### src/rtl/wb_machine_timer.sv
// wb_machine_timer: Wishbone B4 classic slave holding the RISC-V machine timer.
// mtime counts prescaled clk_i cycles; timer_interrupt is the registered level
// (mtime >= mtimecmp). Every bus request terminates after exactly one cycle.
module wb_machine_timer #(
  parameter int unsigned PRESCALE = 1
) (
  input  logic        clk_i,
  input  logic        rst_ni,
  input  logic [31:0] adr_i,
  input  logic [31:0] dat_i,
  output logic [31:0] dat_o,
  input  logic [3:0]  sel_i,
  input  logic        we_i,
  input  logic        stb_i,
  input  logic        cyc_i,
  output logic        ack_o,
  output logic        err_o,
  output logic        rty_o,
  output logic        timer_interrupt
);

  // Prescale counter needs at least one bit even when PRESCALE is 1.
  localparam int unsigned PW = (PRESCALE > 1) ? $clog2(PRESCALE) : 1;
  localparam logic [PW-1:0] PS_LAST = PW'(PRESCALE - 1);

  logic [63:0]   mtime_q, mtime_d;
  logic [63:0]   mtimecmp_q, mtimecmp_d;
  logic          en_q, en_d;
  logic [PW-1:0] psc_q, psc_d;
  logic          ack_q, ack_d;
  logic          err_q, err_d;
  logic [31:0]   dat_q, dat_d;
  logic          irq_q, irq_d;

  logic [2:0]    idx;
  logic          addr_ok;
  logic          req;
  logic          wr;
  logic          tick;
  logic [31:0]   read_val;

  // Only adr_i[4:2] selects a register; the remaining address bits are ignored.
  logic unused_adr;
  assign unused_adr = &{1'b0, adr_i[31:5], adr_i[1:0]};

  // Replace the bytes of old_word whose lane enable is set.
  function automatic logic [31:0] merge_bytes(input logic [31:0] old_word,
                                              input logic [31:0] wdat,
                                              input logic [3:0]  sel);
    logic [31:0] res;
    res = old_word;
    for (int b = 0; b < 4; b++) begin
      if (sel[b]) res[8*b +: 8] = wdat[8*b +: 8];
    end
    return res;
  endfunction

  assign idx     = adr_i[4:2];
  assign addr_ok = (idx <= 3'd4);
  // A held strobe is not a new request while its termination is on the bus.
  assign req     = stb_i & cyc_i & ~ack_q & ~err_q;
  assign wr      = req & addr_ok & we_i;
  assign tick    = en_q & (psc_q == PS_LAST);

  // Read mux over the register map.
  always_comb begin
    read_val = 32'd0;
    case (idx)
      3'd0:    read_val = mtime_q[31:0];
      3'd1:    read_val = mtime_q[63:32];
      3'd2:    read_val = mtimecmp_q[31:0];
      3'd3:    read_val = mtimecmp_q[63:32];
      3'd4:    read_val = {31'd0, en_q};
      default: read_val = 32'd0;
    endcase
  end

  // Next-state: bus termination, register writes, prescaled counting, compare.
  always_comb begin
    ack_d      = req & addr_ok;
    err_d      = req & ~addr_ok;
    dat_d      = (req & addr_ok & ~we_i) ? read_val : 32'd0;

    psc_d      = psc_q;
    if (en_q) psc_d = tick ? '0 : psc_q + 1'b1;

    mtime_d    = tick ? mtime_q + 64'd1 : mtime_q;
    mtimecmp_d = mtimecmp_q;
    en_d       = en_q;

    // A write to either mtime word overrides that edge's increment.
    if (wr) begin
      case (idx)
        3'd0:    mtime_d = {mtime_q[63:32], merge_bytes(mtime_q[31:0], dat_i, sel_i)};
        3'd1:    mtime_d = {merge_bytes(mtime_q[63:32], dat_i, sel_i), mtime_q[31:0]};
        3'd2:    mtimecmp_d = {mtimecmp_q[63:32], merge_bytes(mtimecmp_q[31:0], dat_i, sel_i)};
        3'd3:    mtimecmp_d = {merge_bytes(mtimecmp_q[63:32], dat_i, sel_i), mtimecmp_q[31:0]};
        3'd4:    if (sel_i[0]) en_d = dat_i[0];
        default: ;
      endcase
    end

    // Compare uses the values currently held, so the level lags by one edge.
    irq_d = (mtime_q >= mtimecmp_q);
  end

  // State registers with asynchronous active-low reset.
  always_ff @(posedge clk_i or negedge rst_ni) begin
    if (!rst_ni) begin
      mtime_q    <= 64'd0;
      mtimecmp_q <= 64'hFFFF_FFFF_FFFF_FFFF;
      en_q       <= 1'b1;
      psc_q      <= '0;
      ack_q      <= 1'b0;
      err_q      <= 1'b0;
      dat_q      <= 32'd0;
      irq_q      <= 1'b0;
    end else begin
      mtime_q    <= mtime_d;
      mtimecmp_q <= mtimecmp_d;
      en_q       <= en_d;
      psc_q      <= psc_d;
      ack_q      <= ack_d;
      err_q      <= err_d;
      dat_q      <= dat_d;
      irq_q      <= irq_d;
    end
  end

  assign dat_o           = dat_q;
  assign ack_o           = ack_q;
  assign err_o           = err_q;
  assign rty_o           = 1'b0;
  assign timer_interrupt = irq_q;

endmodule

### config.mk
export PLATFORM = sky130hd
export DESIGN_NAME = wb_machine_timer
export DESIGN_NICKNAME = d
export VERILOG_FILES = /design/src/rtl/wb_machine_timer.sv
export SDC_FILE = /design/constraint.sdc
export NUM_CORES = 1
export LEC_CHECK = 0
export ABC_CLOCK_PERIOD_IN_PS = 6800
export CAP_MARGIN = 0
export CELL_PAD_IN_SITES_DETAIL_PLACEMENT = 1
export CELL_PAD_IN_SITES_GLOBAL_PLACEMENT = 2
export CORE_UTILIZATION = 30
export CTS_BUF_LIST = sky130_fd_sc_hd__clkbuf_8
export CTS_CLUSTER_DIAMETER = 30
export DETAILED_ROUTE_END_ITERATION = 10
export GPL_TIMING_DRIVEN = 0
export PLACE_DENSITY_LB_ADDON = 0.1
export SYNTH_ARGS = -nofsm -noshare
export SYNTH_HDL_FRONTEND = slang
export SYNTH_SLANG_ARGS = --single-unit
export TNS_END_PERCENT = 100
### constraint.sdc
create_clock -name clk_i -period 6.8 [get_ports clk_i]
set_input_delay 0.68 -clock clk_i [delete_from_list [all_inputs] [get_ports clk_i]]
set_output_delay 0.68 -clock clk_i [all_outputs]
set_load 0.01 [all_outputs]
==> out/qor.csv, run 1 <==
stage;metric;value;unit
logic_synthesis;Mapped Area;10080;sq um
detailed_routing;WL met1;19500;um
place;Port Buffers;76;
sta;final hold vios;0;
worst_setup_path;Critical Path AT;4.40;ns
clocking;CTS Buffer Depth;2;
sta;Max-slew headroom;0.05255;
layout;layout cells sized above 1;0.1453;
detailed_routing;DRC Markers;0;
logic_synthesis;Yosys cell types;72;
logic_synthesis;Post-Syn Instances;1082;
floorplan;Die X;185.3;um
detailed_routing;uppermost layer routed;met4;
detailed_routing;final antenna-violating net count;0;
worst_setup_path;Worst Path Buf+Inv;4;
worst_setup_path;Crit path top cell by count;clkbuf_1;
worst_setup_path;CP Class;primary input to register;
pwr;P per Cell Area;234.2;nW/um^2
detailed_routing;Routed WL per cell;24.95;um
global_routing;initial antenna violation count;0;
logic_synthesis;Yosys Warn Count;0;
hold_path;worst hold path type;primary input to asynchronous set/reset pin;
clocking;cts bufs inserted;17;
sta;Final min period;4.040;ns
place;detailed placer's ending HPWL;30050;um
worst_setup_path;CP max FO;10;
global_routing;total grt overflow;0;
layout;fin area;11780;sq um
sta;Layout Skew;0.01704;ns
worst_setup_path;Setup crit start kind;primary input;
job;MaxCap Viol Count;0;
place;GPL Wtd Cong;0.8191;
pwr;LEAKAGE;4.482;nW
floorplan;die area;34330;sq um
detailed_routing;drt pass-1 iters;5;
layout;synth-to-layout area growth;16.90;%
detailed_routing;DRT Wirelength;40750;um
clocking;post-CTS resize count;0;
sta;Fmax achieved;247.5;MHz
floorplan;cell row count;66;
clocking;Root Driver;clkbuf_8;
worst_setup_path;required time of the critical path;7.16;ns
floorplan;# IOs;109;
logic_synthesis;area share of the largest cell type after synthesis;0.2483;
sta;Finish-stage setup viols;0;
place;Placed Area;11420;sq um
clocking;post-CTS setup buffer count;0;
clocking;cts hold-fix bufs;0;
layout;fin util;0.3594;
clocking;CTS sink cnt;165;
sta;RSZ-0062 raised after global routing;no;
worst_setup_path;slowest cell delay on critical path;1.02;ns
clocking;worst skew pair latency;0.51;ns
layout;ANT cells;0;
floorplan;Die Ht;185.3;um
sta;period utilization;0.5941;
worst_setup_path;Worst path slowest cell;nor4bb_1;
floorplan;initial core utilization;0.3074;
detailed_routing;drt first-iter violations;570;
logic_synthesis;share of flip-flops with an asynchronous set or reset;1.000;
status;status;completed;
logic_synthesis;Syn Nets;1220;
layout;Nets;1316;
detailed_routing;Via Count;9118;
pwr;Worst VDD drop;128.6;uV
clocking;clock slew seen by the registers of the worst setup and hold paths;0.09;ns
global_routing;number of global-route vias before repair;9347;
worst_setup_path;CP top delay family;simple AND/OR/NAND/NOR gates;
global_routing;first-pass GRT wire length;61150;um
logic_synthesis;top_reg_cell synth;dfrtp_1;
logic_synthesis;syn_area_per_cell;9.315;sq um
worst_setup_path;crit-path cells;clkdlybuf4s50_1 > nor4bb_1 > and3_1 > clkbuf_1 > clkbuf_1 > buf_1 > nand2_1 > nand3_1 > o311ai_0;
floorplan;Core ar.;32780;sq um
worst_setup_path;FF-to-FF setup slack;3.00;ns
detailed_routing;met2 routed WL;18760;um
clocking;CTS tree;done;
global_routing;Tot GR Track Use;0.2477;
logic_synthesis;number of synthesized flops with an enable pin;0;
logic_synthesis;largest cells by area after synthesis;dfrtp_1, dfstp_2, ha_1, mux2_2, a22oi_1;
logic_synthesis;area leader, netlist;dfrtp_1;
sta;Worst-Margin Slew;1.410;ns
detailed_routing;Vias/cell;5.584;
sta;Total Neg Setup Slack;0;ns
clocking;number of H-tree levels;4;
detailed_routing;met3 WL;1846;um
global_routing;largest net degree at the start of global routing;87;
logic_synthesis;synthesis-stage register bit count;165;
sta;Max Slew Vio Count;0;
worst_setup_path;Worst Setup End Kind;register;
logic_synthesis;sequential share of the synthesized area;0.4178;
[cell type report]
cell class                 instances  area [sq um]
fill                            3822         21000
timing repair buffer              77         793.3
sequential                       165          4210
buffer                            57         235.2
multi-input combinational        785          5351
tap                              442         553.0
inverter                          75         281.5
clock buffer                      19         261.5
clock inverter                    13         95.09
[layer usage]
metal  vias to the layer above  GRT usage
met5                         -          0
met4                         0    0.06281
met3                        33    0.03932
met2                       211     0.3940
met1                      4659     0.3474
li1                       4215          -
[worst reg2reg max path, delay by kind of cell, from the launching register on]
kind,cells,cell delay (ns)
DFF,1,0.38
buffers and inverters,3,1.26
AOI/OAI and AO/OA,1,0.13
and+or+nand+nor,4,1.88
[metrics by stage]
| step | setup WS (ns) | power, W | hold slack, ns | std cells |
|---|---|---|---|---|
| 2_1_floorplan | 4.193 | 0.001742 | 0.3844 | 1082 |
| 3_3_place_gp | -2.586 | 0.002055 | 0.4744 | 1600 |
| 3_5_place_dp | 2.260 | 0.002077 | 0.4803 | 1601 |
| 4_1_cts | 2.812 | 0.002795 | 0.1720 | 1633 |
| 5_1_grt | 2.581 | 0.002943 | 0.1939 | 1633 |
| 6_report | 2.760 | 0.002760 | 0.1660 | 1633 |
[state kept, by name, indices dropped and copies added (netlist names)]
| register | count |
|---|---|
| ack_o | 1 |
| timer_interrupt | 1 |
| err_o | 1 |
| mtimecmp_q | 64 |
| dat_o | 32 |
| mtime_q | 64 |
| psc_q | 1 |
| en_q | 1 |
[report_power, final]
part | switching [W] | internal (W) | total (W)
combinational | 0.000405 | 0.000309 | 0.000714
clock | 0.000399 | 0.000300 | 0.000699
sequential | 0.000198 | 0.00115 | 0.00135
total | 0.00100 | 0.00176 | 0.00276
[final timing paths]
check                               from              to  cells after the start
min in group clk_i         mtimecmp_q[4]   mtimecmp_q[4]                      2
setup reg to reg                   ack_o     mtime_q[33]                      8
setup / recovery                   cyc_i     mtime_q[33]                      9
max in group asynchronous         rst_ni  mtimecmp_q[25]                      2
hold reg to reg            mtimecmp_q[4]   mtimecmp_q[4]                      2
hold / removal                    rst_ni       dat_o[17]                      1
[cells by family (layout without fill, tap and decap cells)]
family	Yosys count	count (layout)	synth area share
XOR/XNOR	7	7	0.006083
other	1	1	0.0003721
AO/OA/AOI/OAI	324	324	0.2084
flip-flops	165	165	0.4178
adder cells (fa/ha/maj)	65	65	0.08070
AND/OR/NAND/NOR	334	334	0.1750
buffers and inverters	132	241	0.05127
multiplexers	54	54	0.06033
[Yosys cell counts (14+ instances only)]
cell / count
mux2_2: 54
nor4_1: 16
clkbuf_1: 41
inv_1: 75
nor2_1: 45
o21ai_0: 62
nor3_1: 23
nand4_1: 24
nand2_1: 105
dfstp_2: 65
a22oi_1: 71
ha_1: 65
a21oi_1: 87
dfrtp_1: 100
a31oi_1: 14
nand3_1: 42
[placed cells by master (no fill, tap or decap), drive strengths merged, types with 17 or more instances in the layout]
cell and count:
nand3 42, nand4 24, nor2 45, nand2 105, a22oi 71, dfrtp 100, clkbuf 61, dfstp 65
mux2 54, nor3 24, buf 17, inv 80, nor4 20, clkdlybuf4s50 75, ha 65, o21ai 67
a21oi 87
Note: power is estimated with default switching activity, not from simulation.
==> run 2, diff against run 1 <==
--- a/config.mk
+++ b/config.mk
@@ -5,7 +5,7 @@
 export SDC_FILE = /design/constraint.sdc
 export NUM_CORES = 1
 export LEC_CHECK = 0
-export ABC_CLOCK_PERIOD_IN_PS = 6800
+export ABC_CLOCK_PERIOD_IN_PS = 3450
 export CAP_MARGIN = 0
 export CELL_PAD_IN_SITES_DETAIL_PLACEMENT = 1
 export CELL_PAD_IN_SITES_GLOBAL_PLACEMENT = 2
==> constraint.sdc (replaced) <==
create_clock -name clk_i -period 3.45 [get_ports clk_i]
set_input_delay 0.345 -clock clk_i [delete_from_list [all_inputs] [get_ports clk_i]]
set_output_delay 0.345 -clock clk_i [all_outputs]
set_load 0.01 [all_outputs]
==> run 2 against run 1 <==
Effect of this change:
- sequential share of layout area decreased by 0.23 points
- critical endpoint is now mtime_q[44]
- final area increased by 0.64%
- non-clock buffer count increased by 3
- clock skew about the same
- flip-flop and latch count unchanged
- critical path type is now register to register
- first-iteration DRC count increased by 6.3%
- largest power group unchanged
- register-to-register slack got worse by 2.9 ns
- die area unchanged
- setup slack got worse by 2.6 ns
- via count about the same
- clock-buffer cell count unchanged
==> out/qor.csv, run 2 (synthesized netlist as in run 1, its figures left out) <==
stage;metric;value;unit
detailed_routing;drt first-iter violations;606;
job;MaxCap Viol Count;0;
floorplan;Core ar.;32780;sq um
detailed_routing;drt pass-1 iters;4;
worst_setup_path;CP Class;register to register;
pwr;P per Cell Area;459.6;nW/um^2
layout;fin area;11860;sq um
sta;Fmax achieved;303.0;MHz
detailed_routing;uppermost layer routed;met4;
worst_setup_path;CP max FO;10;
clocking;number of H-tree levels;4;
worst_setup_path;required time of the critical path;3.84;ns
place;Port Buffers;76;
clocking;worst skew pair latency;0.51;ns
layout;most frequent cells in the layout;nand2_1, dfrtp_1, a21oi_1;
detailed_routing;final antenna-violating net count;0;
global_routing;largest net degree at the start of global routing;87;
place;Placed Cells incl. Taps;1601;
detailed_routing;Via Count;9111;
floorplan;Die X;185.3;um
worst_setup_path;Worst Setup End Kind;register;
sta;Max Slew Vio Count;0;
layout;synth-to-layout area growth;17.64;%
detailed_routing;DRT Wirelength;40790;um
floorplan;Die Ht;185.3;um
sta;period utilization;0.9567;
status;status;completed;
sta;Final min period;3.301;ns
global_routing;total grt overflow;0;
pwr;Worst VDD drop;254.4;uV
detailed_routing;Routed WL per cell;24.94;um
pwr;LEAKAGE;4.513;nW
clocking;clock slew seen by the registers of the worst setup and hold paths;0.10;ns
global_routing;number of global-route vias before repair;9347;
detailed_routing;met2 routed WL;18820;um
floorplan;initial core utilization;0.3074;
floorplan;cell row count;66;
layout;ANT cells;0;
clocking;CTS tree;done;
sta;final hold vios;0;
worst_setup_path;Setup crit start kind;register;
sta;RSZ-0062 raised after global routing;no;
detailed_routing;DRC Markers;0;
floorplan;die area;34330;sq um
sta;Hold WS;0.4247;ns
place;GPL Wtd Cong;0.8191;
sta;Max-slew headroom;0.05516;
clocking;CTS Buffer Depth;2;
clocking;CTS sink cnt;165;
layout;Final Non-Filler Cells;1636;
sta;Worst-Margin Slew;1.406;ns
global_routing;initial antenna violation count;0;
place;detailed placer's ending HPWL;30050;um
layout;Storage cell area;4210;sq um
sta;Finish-stage setup viols;0;
detailed_routing;Vias/cell;5.569;
layout;layout cells sized above 1;0.1533;
layout;most common cell after layout, fill and taps aside;nand2_1;
global_routing;Tot GR Track Use;0.2478;
floorplan;# IOs;109;
layout;Nets;1319;
layout;layout filler cell count;3814;
hold_path;worst hold path type;primary input to asynchronous set/reset pin;
detailed_routing;met3 WL;1411;um
clocking;Root Driver;clkbuf_8;
place;Placed Area;11420;sq um
layout;area of the multi-input gates;5391;sq um
worst_setup_path;Critical Path AT;3.69;ns
clocking;cts bufs inserted;17;
global_routing;first-pass GRT wire length;61180;um
sta;Layout Skew;0.01725;ns
detailed_routing;WL met1;19930;um
-- run 2: changes by cell type in the layout (fill, tap and decap cells not counted), sizes merged --
| cell | previous run | this run |
|---|---|---|
| buf | 17 | 18 |
| dlygate4sd3 | 0 | 1 |
| clkdlybuf4s15 | 0 | 1 |
-- run 2: report_power, final --
part / total (W) / internal, W / switching [W]
sequential: 0.00265 / 0.00226 / 0.000390
clock: 0.00138 / 0.000591 / 0.000790
combinational: 0.00141 / 0.000612 / 0.000802
-- run 2: final timing paths --
path,start,end,slack (ns),cells after the start
setup / recovery,mtime_q[28],mtime_q[44],0.15,9
hold / removal,rst_ni,dat_o[17],0.42,2
setup reg to reg,mtime_q[28],mtime_q[44],0.15,9
hold reg to reg,mtimecmp_q[4],mtimecmp_q[4],0.50,2
max in group asynchronous,rst_ni,mtimecmp_q[39],2.10,3
min in group clk_i,adr_i[4],en_q,0.43,3
-- run 2: final cells by class --
type                            instances  share of cell area
Sequential cell                       165              0.3551
Buffer                                 57             0.02068
Inverter                               75             0.02374
Clock inverter                         13            0.008020
Clock buffer                           19             0.02206
Timing Repair Buffer                   80             0.06902
Tap cell                              442             0.04664
Multi-Input combinational cell        785              0.4547
-- run 2: through the flow --
stage / setup slack [ns] / total power [W] / utilization / TNS [ns]
after floorplan: 0.8430 / 0.003434 / - / 0
after global placement: -5.601 / 0.004050 / 0.3475 / -793.78
after detailed placement: -0.7546 / 0.004094 / 0.3485 / -30.74
after CTS: 0.006325 / 0.005511 / 0.3601 / 0
after global routing: 0.004461 / 0.005807 / 0.3617 / 0
final: 0.1493 / 0.005449 / 0.3617 / 0
-- run 2: what timing repair did --
| action | in CTS | in global routing |
|---|---|---|
| gates cloned | 0 | 0 |
| hold buffers | 1 | 0 |
| buffers inserted | 0 | 2 |
| pin swaps | 1 | 1 |
| endpoints found under the hold margin | 49 | 0 |
| gates resized for setup | 4 | 7 |
| setup endpoints to repair | 30 | 18 |
-- run 2: worst max-delay path, cell delays in order (launching register included) --
cell and delay [ns]:
dfrtp_1 0.36, clkbuf_1 0.32, nand3_1 0.31, nor4_4 0.33, buf_4 0.20, nand2b_1 0.26, clkdlybuf4s15_2 0.47, nor2_1 0.37
nand2_1 0.18, o311ai_1 0.36
-- run 2: per-layer routing --
layer	GRT usage	vias to the layer above
met2	0.3940	167
met3	0.03932	31
met1	0.3477	4693
met5	0	-
li1	-	4220
met4	0.06281	0
==> run 3, diff against run 2 <==
--- a/config.mk
+++ b/config.mk
@@ -9,12 +9,14 @@
 export CAP_MARGIN = 0
 export CELL_PAD_IN_SITES_DETAIL_PLACEMENT = 1
 export CELL_PAD_IN_SITES_GLOBAL_PLACEMENT = 2
+export CORE_MARGIN = 2
 export CORE_UTILIZATION = 30
 export CTS_BUF_LIST = sky130_fd_sc_hd__clkbuf_8
 export CTS_CLUSTER_DIAMETER = 30
 export DETAILED_ROUTE_END_ITERATION = 10
 export GPL_TIMING_DRIVEN = 0
 export PLACE_DENSITY_LB_ADDON = 0.1
+export SETUP_SLACK_MARGIN = 0.4
 export SYNTH_ARGS = -nofsm -noshare
 export SYNTH_HDL_FRONTEND = slang
 export SYNTH_SLANG_ARGS = --single-unit
==> run 3 against run 2 <==
Effect of this change:
- final cell count up 0.31%
- clock power grew 13%
- utilization shrank 0.18 points
- via count down 0.64%
- maximum frequency increased by 12%
- flip-flop and latch count unchanged
- largest cell class unchanged
- largest power group unchanged
- highest routed layer unchanged
==> out/qor.csv, run 3 (synthesized netlist as in run 1, its figures left out) <==
stage;metric;value;unit
status;status;completed;
layout;synth-to-layout area growth;18.85;%
sta;Layout Skew;0.02312;ns
worst_setup_path;Crit path top cell by count;a21oi_1;
clocking;cts bufs inserted;17;
detailed_routing;Vias/cell;5.517;
layout;ANT cells;0;
worst_setup_path;Worst Setup End Kind;register;
sta;Total Neg Setup Slack;0;ns
global_routing;number of global-route vias before repair;9380;
worst_setup_path;required time of the critical path;3.82;ns
layout;most frequent cells in the layout;nand2_1, dfrtp_1, a21oi_1;
hold_path;worst hold path type;primary input to asynchronous set/reset pin;
floorplan;cell row count;67;
clocking;CTS tree;done;
worst_setup_path;CP max FO;3;
floorplan;# IOs;109;
worst_setup_path;worst r2r dst;timer_interrupt;
place;detailed placer's ending HPWL;29790;um
sta;Finish-stage setup viols;0;
pwr;Final Power;0.005618;W
worst_setup_path;r2r startpoint;mtimecmp_q[57];
job;MaxCap Viol Count;0;
layout;Nets;1318;
worst_setup_path;worst-case reg-to-reg path depth;8;
worst_setup_path;slowest cell delay on critical path;0.60;ns
global_routing;largest net degree at the start of global routing;90;
sta;Fmax achieved;337.8;MHz
global_routing;Tot GR Track Use;0.2359;
worst_setup_path;CP Class;register to register;
worst_setup_path;Critical Path AT;3.33;ns
worst_setup_path;Worst path slowest cell;a221oi_1;
clocking;number of H-tree levels;4;
detailed_routing;DRC Markers;0;
clocking;clock slew seen by the registers of the worst setup and hold paths;0.10;ns
clocking;worst skew pair latency;0.52;ns
layout;fin util;0.3599;
floorplan;Die Ht;187.3;um
place;pre-CTS setup slack;-0.6163;ns
worst_setup_path;CP top delay family;compound AO/OA/AOI/OAI gates;
worst_setup_path;FF-to-FF setup slack;0.49;ns
clocking;CTS sink cnt;165;
detailed_routing;drt pass-1 iters;5;
clocking;Root Driver;clkbuf_8;
place;Port Buffers;76;
worst_setup_path;Worst Path Buf+Inv;1;
global_routing;first-pass GRT wire length;61440;um
sta;final worst setup slack;0.4899;ns
layout;layout filler cell count;3870;
global_routing;initial antenna violation count;0;
pwr;LEAKAGE;4.605;nW
floorplan;die area;35080;sq um
layout;most common cell after layout, fill and taps aside;nand2_1;
pwr;P per Cell Area;469.0;nW/um^2
sta;period utilization;0.8580;
detailed_routing;Routed WL per cell;24.72;um
clocking;CTS Buffer Depth;2;
pwr;Worst VDD drop;229.1;uV
floorplan;Core ar.;33280;sq um
sta;Max-slew headroom;0.2705;
detailed_routing;final antenna-violating net count;0;
place;Placed Area;11430;sq um
detailed_routing;DRT Wirelength;40570;um
detailed_routing;Via Count;9053;
global_routing;total grt overflow;0;
place;GPL Wtd Cong;0.8139;
layout;layout cells sized above 1;0.1660;
sta;Worst-Margin Slew;1.094;ns
sta;final hold vios;0;
floorplan;initial core utilization;0.3028;
worst_setup_path;Setup crit start kind;register;
sta;Max Slew Vio Count;0;
detailed_routing;drt first-iter violations;569;
floorplan;Die X;187.3;um
sta;RSZ-0062 raised after global routing;yes;
worst_setup_path;crit-path cells;inv_1 > ha_1 > a21oi_1 > o21ai_0 > a221oi_1 > o211ai_1 > a211oi_1 > a21oi_1;
layout;fin area;11980;sq um
sta;Final min period;2.960;ns
==> run 3: worst max path at each step <==
stage | start | endpoint | slack (ns) | cells after the start
global route | mtime_q[19] | mtime_q[61] | 0.39 | 7
floorplan | en_q | mtime_q[58] | 0.84 | 8
detailed placement | cyc_i | mtime_q[33] | -0.62 | 9
CTS | ack_o | mtime_q[16] | 0.41 | 8
global placement | rst_ni | dat_o[4] | -5.64 | 1
finish | mtimecmp_q[57] | timer_interrupt | 0.49 | 8
==> run 3: where the power goes <==
group          switching, W  internal [W]
Sequential         0.000381       0.00226
Clock              0.000798      0.000762
Combinational      0.000801      0.000613
Total               0.00198       0.00364
==> run 3: layout make-up <==
type / instances / area (sq um) / share of cell area
multi-input combinational: 785 / 5456 / 0.4556
sequential: 165 / 4210 / 0.3515
timing repair buffer: 79 / 810.8 / 0.06769
tap: 448 / 560.5 / 0.04680
inverter: 75 / 281.5 / 0.02350
clock buffer: 20 / 275.3 / 0.02298
buffer: 57 / 245.2 / 0.02047
clock inverter: 12 / 137.6 / 0.01149
==> run 3: metal layers <==
metal / wire, um / track usage
met4: 745 / 0.06136
met3: 1353 / 0.03602
met2: 18700 / 0.3770
met1: 19770 / 0.3327
met5: 0 / 0
==> run 3: repair_timing <==
item	in CTS	in global routing
resized for setup	15	15
pin swaps	1	0
hold endpoints to repair	49	0
endpoints found under the setup margin	90	46
setup buffers	1	0
hold buffers	1	0
==> run 3: metrics by stage <==
stage	hold WS (ns)	instances
finish	0.4262	1641
global route	0.4601	1641
CTS	0.3991	1641
detailed placement	0.3881	1607
global placement	0.4742	1606
floorplan	0.04941	1082
==> run 3: worst reg2reg max path: stages, from the launching register on <==
cell	delay, ns
dfstp_2	0.55
inv_1	0.04
ha_1	0.29
a21oi_1	0.19
o21ai_0	0.11
a221oi_1	0.60
o211ai_1	0.31
a211oi_1	0.59
a21oi_1	0.15
